`src/rtl/barrel_rotator_pipe_if.sv`:
```
// ---------------------------------------------------------------------------
// barrel_rotator_pipe_if
//
// Bundles the operand-side (Load/ready) and result-side (valid/out_ready)
// handshakes of barrel_rotator_pipe.
//
// Parameters:
//   WIDTH  data width (power of two, 4..64)
//   SHW    shift-amount width, $clog2(WIDTH)
//
// Signals:
//   Load       operation valid from the source
//   ready      unit can take an operation this cycle
//   mode       00 ROL, 01 ROR, 10 SHL, 11 SAR
//   sel        shift/rotate amount
//   data_in    operand
//   data_out   result
//   zero       data_out == 0, qualified by valid
//   valid      data_out/zero hold a result
//   out_ready  consumer takes the result this cycle
//
// Modports:
//   master  the environment: drives the operation and out_ready
//   slave   the rotator: drives ready and the result
// ---------------------------------------------------------------------------
interface barrel_rotator_pipe_if #(
  parameter int WIDTH = 8,
  parameter int SHW   = $clog2(WIDTH)
);
  logic             Load;
  logic             ready;
  logic [1:0]       mode;
  logic [SHW-1:0]   sel;
  logic [WIDTH-1:0] data_in;
  logic [WIDTH-1:0] data_out;
  logic             zero;
  logic             valid;
  logic             out_ready;

  modport master (
    output Load, mode, sel, data_in, out_ready,
    input  ready, data_out, zero, valid
  );

  modport slave (
    input  Load, mode, sel, data_in, out_ready,
    output ready, data_out, zero, valid
  );
endinterface

```
`src/rtl/barrel_rotator_pipe.sv`:
```
// ---------------------------------------------------------------------------
// barrel_rotator_pipe
//
// WIDTH-bit barrel unit: rotate left/right, logical shift left, arithmetic
// shift right. The datapath is SHW cascaded mux stages; stage k applies
// 2^k positions of the requested operation when sel[k] is set.
//
// Build option (macro BARREL_ROTATOR_PIPE_EN):
//   defined    every mux stage is registered, latency SHW
//   undefined  all mux stages combinational + one output register, latency 1
// Handshake, results and reset behaviour are the same in both builds.
//
// Ports:
//   clk    rising-edge clock
//   reset  asynchronous, active-low reset
//   bus    barrel_rotator_pipe_if.slave (Load/ready operand handshake,
//          valid/out_ready result handshake, mode/sel/data_in,
//          data_out/zero)
//
// Flow control: one global advance enable (en = !valid || out_ready) moves
// every stage and its valid bit together, so bubbles travel through the
// pipe uncompressed and a stall freezes everything.
// ---------------------------------------------------------------------------
module barrel_rotator_pipe #(
  parameter int WIDTH = 8
) (
  input  logic                clk,
  input  logic                reset,
  barrel_rotator_pipe_if.slave bus
);

  localparam int SHW = $clog2(WIDTH);

  localparam logic [1:0] MODE_ROL = 2'b00;
  localparam logic [1:0] MODE_ROR = 2'b01;
  localparam logic [1:0] MODE_SHL = 2'b10;

  // One mux stage: apply 2^k positions of the operation if s[k] is set.
  // sgn is the sign bit of the original operand, carried down the pipe so
  // the SAR fill never depends on intermediate results.
  function automatic logic [WIDTH-1:0] stage_mux(
    input logic [WIDTH-1:0] d,
    input logic [1:0]       m,
    input logic [SHW-1:0]   s,
    input logic             sgn,
    input int               k
  );
    int unsigned      amt;
    logic [WIDTH-1:0] fill;
    amt  = 1 << k;
    fill = sgn ? ~({WIDTH{1'b1}} >> amt) : '0;
    stage_mux = d;
    if (s[k]) begin
      case (m)
        MODE_ROL: stage_mux = (d << amt) | (d >> (WIDTH - amt));
        MODE_ROR: stage_mux = (d >> amt) | (d << (WIDTH - amt));
        MODE_SHL: stage_mux = d << amt;
        default:  stage_mux = (d >> amt) | fill;
      endcase
    end
  endfunction

  logic             en;
  logic             accept;
  logic             out_valid;
  logic [WIDTH-1:0] out_data;
  logic             out_zero;

  assign en        = !out_valid || bus.out_ready;
  assign bus.ready = en && reset;
  assign accept    = bus.Load && bus.ready;

  assign bus.valid    = out_valid;
  assign bus.data_out = out_data;
  assign bus.zero     = out_zero;

`ifdef BARREL_ROTATOR_PIPE_EN

  // Stage k register holds the result of mux stage k. Control (mode, sel,
  // sign) is only needed by the stages that follow, so the last stage
  // carries data/valid/zero only.
  logic [SHW-1:0][WIDTH-1:0] stg_data_reg;
  logic [SHW-1:0]            stg_valid_reg;
  logic [SHW-2:0][1:0]       stg_mode_reg;
  logic [SHW-2:0][SHW-1:0]   stg_sel_reg;
  logic [SHW-2:0]            stg_sign_reg;
  logic                      zero_reg;
  logic [WIDTH-1:0]          last_result;

  // Final mux stage, also the source of the zero flag so it is registered
  // in the same edge as the data it describes.
  assign last_result = stage_mux(stg_data_reg[SHW-2], stg_mode_reg[SHW-2],
                                 stg_sel_reg[SHW-2], stg_sign_reg[SHW-2],
                                 SHW - 1);

  always_ff @(posedge clk or negedge reset) begin
    if (!reset) begin
      stg_data_reg  <= '0;
      stg_valid_reg <= '0;
      stg_mode_reg  <= '0;
      stg_sel_reg   <= '0;
      stg_sign_reg  <= '0;
      zero_reg      <= 1'b0;
    end else if (en) begin
      stg_data_reg[0]  <= stage_mux(bus.data_in, bus.mode, bus.sel,
                                    bus.data_in[WIDTH-1], 0);
      stg_valid_reg[0] <= accept;
      stg_mode_reg[0]  <= bus.mode;
      stg_sel_reg[0]   <= bus.sel;
      stg_sign_reg[0]  <= bus.data_in[WIDTH-1];
      for (int k = 1; k < SHW - 1; k++) begin
        stg_data_reg[k]  <= stage_mux(stg_data_reg[k-1], stg_mode_reg[k-1],
                                      stg_sel_reg[k-1], stg_sign_reg[k-1], k);
        stg_valid_reg[k] <= stg_valid_reg[k-1];
        stg_mode_reg[k]  <= stg_mode_reg[k-1];
        stg_sel_reg[k]   <= stg_sel_reg[k-1];
        stg_sign_reg[k]  <= stg_sign_reg[k-1];
      end
      stg_data_reg[SHW-1]  <= last_result;
      stg_valid_reg[SHW-1] <= stg_valid_reg[SHW-2];
      zero_reg             <= (last_result == '0);
    end
  end

  assign out_valid = stg_valid_reg[SHW-1];
  assign out_data  = stg_data_reg[SHW-1];
  assign out_zero  = zero_reg;

`else

  logic [WIDTH-1:0] comb_result;
  logic [WIDTH-1:0] data_reg;
  logic             zero_reg;
  logic             valid_reg;

  // All SHW mux stages in one combinational cascade.
  always_comb begin
    comb_result = bus.data_in;
    for (int k = 0; k < SHW; k++) begin
      comb_result = stage_mux(comb_result, bus.mode, bus.sel,
                              bus.data_in[WIDTH-1], k);
    end
  end

  always_ff @(posedge clk or negedge reset) begin
    if (!reset) begin
      data_reg  <= '0;
      zero_reg  <= 1'b0;
      valid_reg <= 1'b0;
    end else if (en) begin
      data_reg  <= comb_result;
      zero_reg  <= (comb_result == '0);
      valid_reg <= accept;
    end
  end

  assign out_valid = valid_reg;
  assign out_data  = data_reg;
  assign out_zero  = zero_reg;

`endif

endmodule

```
`src/flat_wrapper.sv`:
```
// flat-port wrapper written by rule: the top's interface ports become plain ports
module barrel_rotator_pipe_flat 
#(
  parameter int WIDTH = 8
)
  (clk, reset, bus_Load, bus_mode, bus_sel, bus_data_in, bus_out_ready, bus_ready, bus_data_out, bus_zero, bus_valid);
  barrel_rotator_pipe_if #(.WIDTH(WIDTH)) bus_i ();
  input  logic clk;
  input  logic reset;
  input wire logic [$bits(bus_i.Load)-1:0] bus_Load;
  input wire logic [$bits(bus_i.mode)-1:0] bus_mode;
  input wire logic [$bits(bus_i.sel)-1:0] bus_sel;
  input wire logic [$bits(bus_i.data_in)-1:0] bus_data_in;
  input wire logic [$bits(bus_i.out_ready)-1:0] bus_out_ready;
  output wire logic [$bits(bus_i.ready)-1:0] bus_ready;
  output wire logic [$bits(bus_i.data_out)-1:0] bus_data_out;
  output wire logic [$bits(bus_i.zero)-1:0] bus_zero;
  output wire logic [$bits(bus_i.valid)-1:0] bus_valid;
  assign bus_i.Load = bus_Load;
  assign bus_i.mode = bus_mode;
  assign bus_i.sel = bus_sel;
  assign bus_i.data_in = bus_data_in;
  assign bus_i.out_ready = bus_out_ready;
  assign bus_ready = bus_i.ready;
  assign bus_data_out = bus_i.data_out;
  assign bus_zero = bus_i.zero;
  assign bus_valid = bus_i.valid;
  barrel_rotator_pipe #(.WIDTH(WIDTH)) u_core (.clk(clk), .reset(reset), .bus(bus_i));
endmodule
```
`config.mk`:
```
export PLATFORM = sky130hd
export DESIGN_NAME = barrel_rotator_pipe_flat
export DESIGN_NICKNAME = d
export VERILOG_FILES = /design/src/rtl/barrel_rotator_pipe_if.sv /design/src/rtl/barrel_rotator_pipe.sv /design/src/flat_wrapper.sv
export SDC_FILE = /design/constraint.sdc
export NUM_CORES = 1
export LEC_CHECK = 0
export CORE_UTILIZATION = 46
export CTS_BUF_LIST = sky130_fd_sc_hd__clkbuf_4 sky130_fd_sc_hd__clkbuf_8
export DETAILED_ROUTE_END_ITERATION = 16
export HOLD_SLACK_MARGIN = 0.06
export PLACE_DENSITY = 0.76
export SETUP_SLACK_MARGIN = 0.2
export SLEW_MARGIN = 20
export SYNTH_ARGS = -nofsm -noshare
export SYNTH_HDL_FRONTEND = slang
export SYNTH_SLANG_ARGS = --single-unit
```
`constraint.sdc`:
```
create_clock -name clk -period 3.8 [get_ports clk]
set_clock_uncertainty 0.2 [all_clocks]
set_input_delay 1.14 -clock clk [delete_from_list [all_inputs] [get_ports clk]]
set_output_delay 1.14 -clock clk [all_outputs]
set_load 0.02 [all_outputs]
```
==> results.txt <==
----------------------------------------------------
[Floorplan]
  Die area ... 2700 µm²
  Num ports ... 28
  Starting density of the core ... around half
  Core region area ... around 2300 µm²
  Die Wd ... slightly above 50 µm
  Height of the die ... a little over 50 µm
  Standard-cell rows ... 17

[Synth]
  Dominant combinational cell family by area after synthesis ... compound AO/OA/AOI/OAI gates
  Distinct cell type count of the synthesized netlist ... 44
  Ranking of synthesized cells by area ... dfrtp_1, mux2i_1, nand2_1
  Avg Synthesized Cell Area ... slightly above 8 µm²
  Flops & latches, synth ... 10
  Area share of fa/ha/maj cells after synthesis ... 0%
  Share of cell area taken by muxes after synthesis ... approximately 14%
  Total number of yosys warnings ... 0
  Syn_nets ... 159
  Ys async rst share ... 100%
  Biggest area consumer among synthesized cells ... dfrtp_1
  Post-Synth Simple-Gate Area ... approximately 22%
  Main flop type after synthesis ... dfrtp_1
  Share of Yosys cell area claimed by the top area cell type ... between 20 and 25%
  Number of synthesized flops with an enable pin ... 0
  Share of synthesized area occupied by flip-flops and latches ... 21.8%
  Cell area after technology mapping ... between 1000 and 1500 µm²
  Xor/xnor cell area share of the yosys netlist ... 0%
  Post-synthesis compound-gate area fraction ... roughly a third
  Count of mapped cells out of synthesis ... 142

[Placed design]
  Pre-CTS WS ... 0.0116 ns
  Instance count after placement with tap cells included ... 190
  Placed standard-cell area ... 1420 µm²
  Post-DP HPWL ... around 2.2 mm
  Routability congestion estimate ... about 0.9
  IO Port Bufs ... 27

[Clock network]
  Number of buffers inserted during clock tree synthesis ... 3
  Number of levels in the clock H-tree ... 1
  CTS Buffer Depth ... 2
  CTS tree ... built
  Root Buffer ... clkbuf_4
  Setup repair bufs after CTS ... 0
  # hold bufs at CTS ... 0
  Worst-skew pair later-pin latency ... roughly 0.26 ns
  Clock sink count ... 10
  Post-cts gate resize count ... 1
  Reg clk slew, reported paths ... approximately 0.07 ns

[Power]
  Max IR drop VDD ... ~0.23 mV
  Internal power of the cells ... between 200 and 250 µW
  Combinational power share ... 49.4%
  Power density over the cells ... between 200 and 300 nW/µm²
  Proportion of power drawn by the clock network ... 17.7%
  Register share of total power ... 32.9%
  Net switching share of the total power ... 36.6%
  Leakage Power ... a little under 0.0006 µW
  Switching power summed over all nets ... approximately 140 µW

[Layout]
  Final core area utilization ... between 60% and 70%
  Top library cells by usage in the layout, fill and taps aside ... clkdlybuf4s50_1, nand2_1, mux2i_1
  Leading cell type in the layout, fill and taps excluded ... clkdlybuf4s50_1
  Final Instance Area ... between 1000 and 1500 µm²
  Share of final-layout standard cells stronger than drive strength 1 ... 9.09%
  Number of flip-flops in the largest register ... 8
  Count of antenna diodes in the layout ... 0
  Synthesis-to-layout area growth ... 25.7%
  Layout net count ... 184
  Final cell count without fillers ... roughly 190

[Timing]
  Worst-Margin Slew ... about 0.75 ns
  Time the worst path needs with I/O delays and setup ... between 3 and 4 ns
  Final hold violation count ... 0
  Post-route setup slack ... 0.273 ns
  Pins Over Slew Limit ... 0
  Portion of the clock cycle consumed by the worst path in the final layout ... 92.8%
  Summed negative setup slack over all endpoints ... 0 ns
  Setup violations, final ... 0
  Slew margin rel. ... between 40% and 50%
  RSZ-0062 raised after global routing ... no
  Fmax achieved ... 284 MHz

[Hold path]
  Hold Crit Class ... flop to flop

[Route]
  DRC Markers ... 0
  Post-detailed-route wirelength per cell ... 15.6 µm
  Via density per instance ... about 6.2
  Vias ... approximately 1200
  Final WL ... between 3 and 4 mm
  Antenna-violating nets left ... 0
  Number of iterations in the first detailed-routing pass ... 4
  Initial detailed-routing violation count ... 45

[Setup path]
  Data required time at the worst endpoint ... between 2 and 2.5 ns
  Worst Path Arrival ... roughly 2.2 ns
  Element type at the critical path end ... output pin
  Crit Path Category ... input pin to output pin
  Highest net fanout along the worst path ... 2
  Startpoint type of the worst setup path ... input pin

[Global routing]
  Global-route wire length before repair ... 5.07 mm
  Antenna violations before repair ... 0
  Grt total ovfl ... 0
  Number of global-route vias before repair ... between 1000 and 1500
  Global routing usage summed across all routing layers ... between 20% and 30%
  Maximum number of pins on one net before global-route repair ... 34

[Status]
  Outcome ... finished clean

[Job]
  Max-capacitance violation count ... 0

----------------------------------------------------
[layout make-up]
type                            instances  area, µm²
Clock buffer                            3       22.5
Tap cell                               28       35.0
Multi-Input combinational cell        115        796
Timing Repair Buffer                   33        327
Inverter                                4       15.0
Sequential cell                        10        250
Fill cell                             208        831
[synth_stat cells (2+ instances only)]
cell type  number
nand2_1        17
mux2i_1        11
dfrtp_1        10
nor2_1         10
a211oi_1        7
o21a_1          7
o221ai_1        7
a21oi_1         6
clkbuf_1        5
nand2b_1        5
nor2b_1         5
inv_1           4
o211ai_1        3
o21ai_0         3
o21ai_1         3
a311oi_1        2
a31oi_1         2
and2_1          2
buf_2           2
buf_4           2
buf_8           2
mux2_1          2
mux2_4          2
o22ai_1         2
o31ai_1         2
[critical path: stages]
cell,delay (ns)
clkdlybuf4s50_1,0.47
nand2b_1,0.12
and2_1,0.12
dlygate4sd2_1,0.33
[routing by layer]
layer / part of all wire [%] / wire length (µm) / global-route usage, % / up-vias
met2: 47 / 1410 / 40.6 / 46
li1: - / - / - / 582
met4: 0.63 / 19 / 7.66 / 0
met5: 0 / 0 / 0 / -
met1: 46 / 1380 / 33.9 / 567
met3: 6.4 / 191 / 3.22 / 4
[cells by family after synthesis]
| group | count (synthesis) |
|---|---|
| simple gates | 48 |
| compound gates | 52 |
| flops | 10 |
| buf+inv | 17 |
| mux | 15 |
[path summary, 6_finish.rpt]
kind                                   startpoint                      to  slack (ns)  cells after the start
max reg2reg                      u_core.bus.valid         u_core.bus.zero        2.52                      3
min in group asynchronous                   reset         u_core.bus.zero        1.01                      2
max                                 bus_out_ready               bus_ready        0.27                      4
min reg2reg                u_core.bus.data_out[6]  u_core.bus.data_out[6]        0.29                      2
min                        u_core.bus.data_out[6]  u_core.bus.data_out[6]        0.29                      2
max in group asynchronous                   reset  u_core.bus.data_out[0]        2.24                      2
[power groups by stage]
stage                     Sequential [µW]  Clock, µW  Combinational, µW
after floorplan                       150          0               99.8
after global placement                131          0                191
after detailed placement              132          0                192
after CTS                             130       72.6                193
after global routing                  131       76.3                210
final                                 130       70.0                195
[per-stage QoR]
step	total power, µW	hold WS, ns
2_1_floorplan	249	0.396
3_3_place_gp	321	0.273
3_5_place_dp	324	0.279
4_1_cts	396	0.298
5_1_grt	418	0.318
6_report	394	0.287
Power figures use the tool's default switching activity.
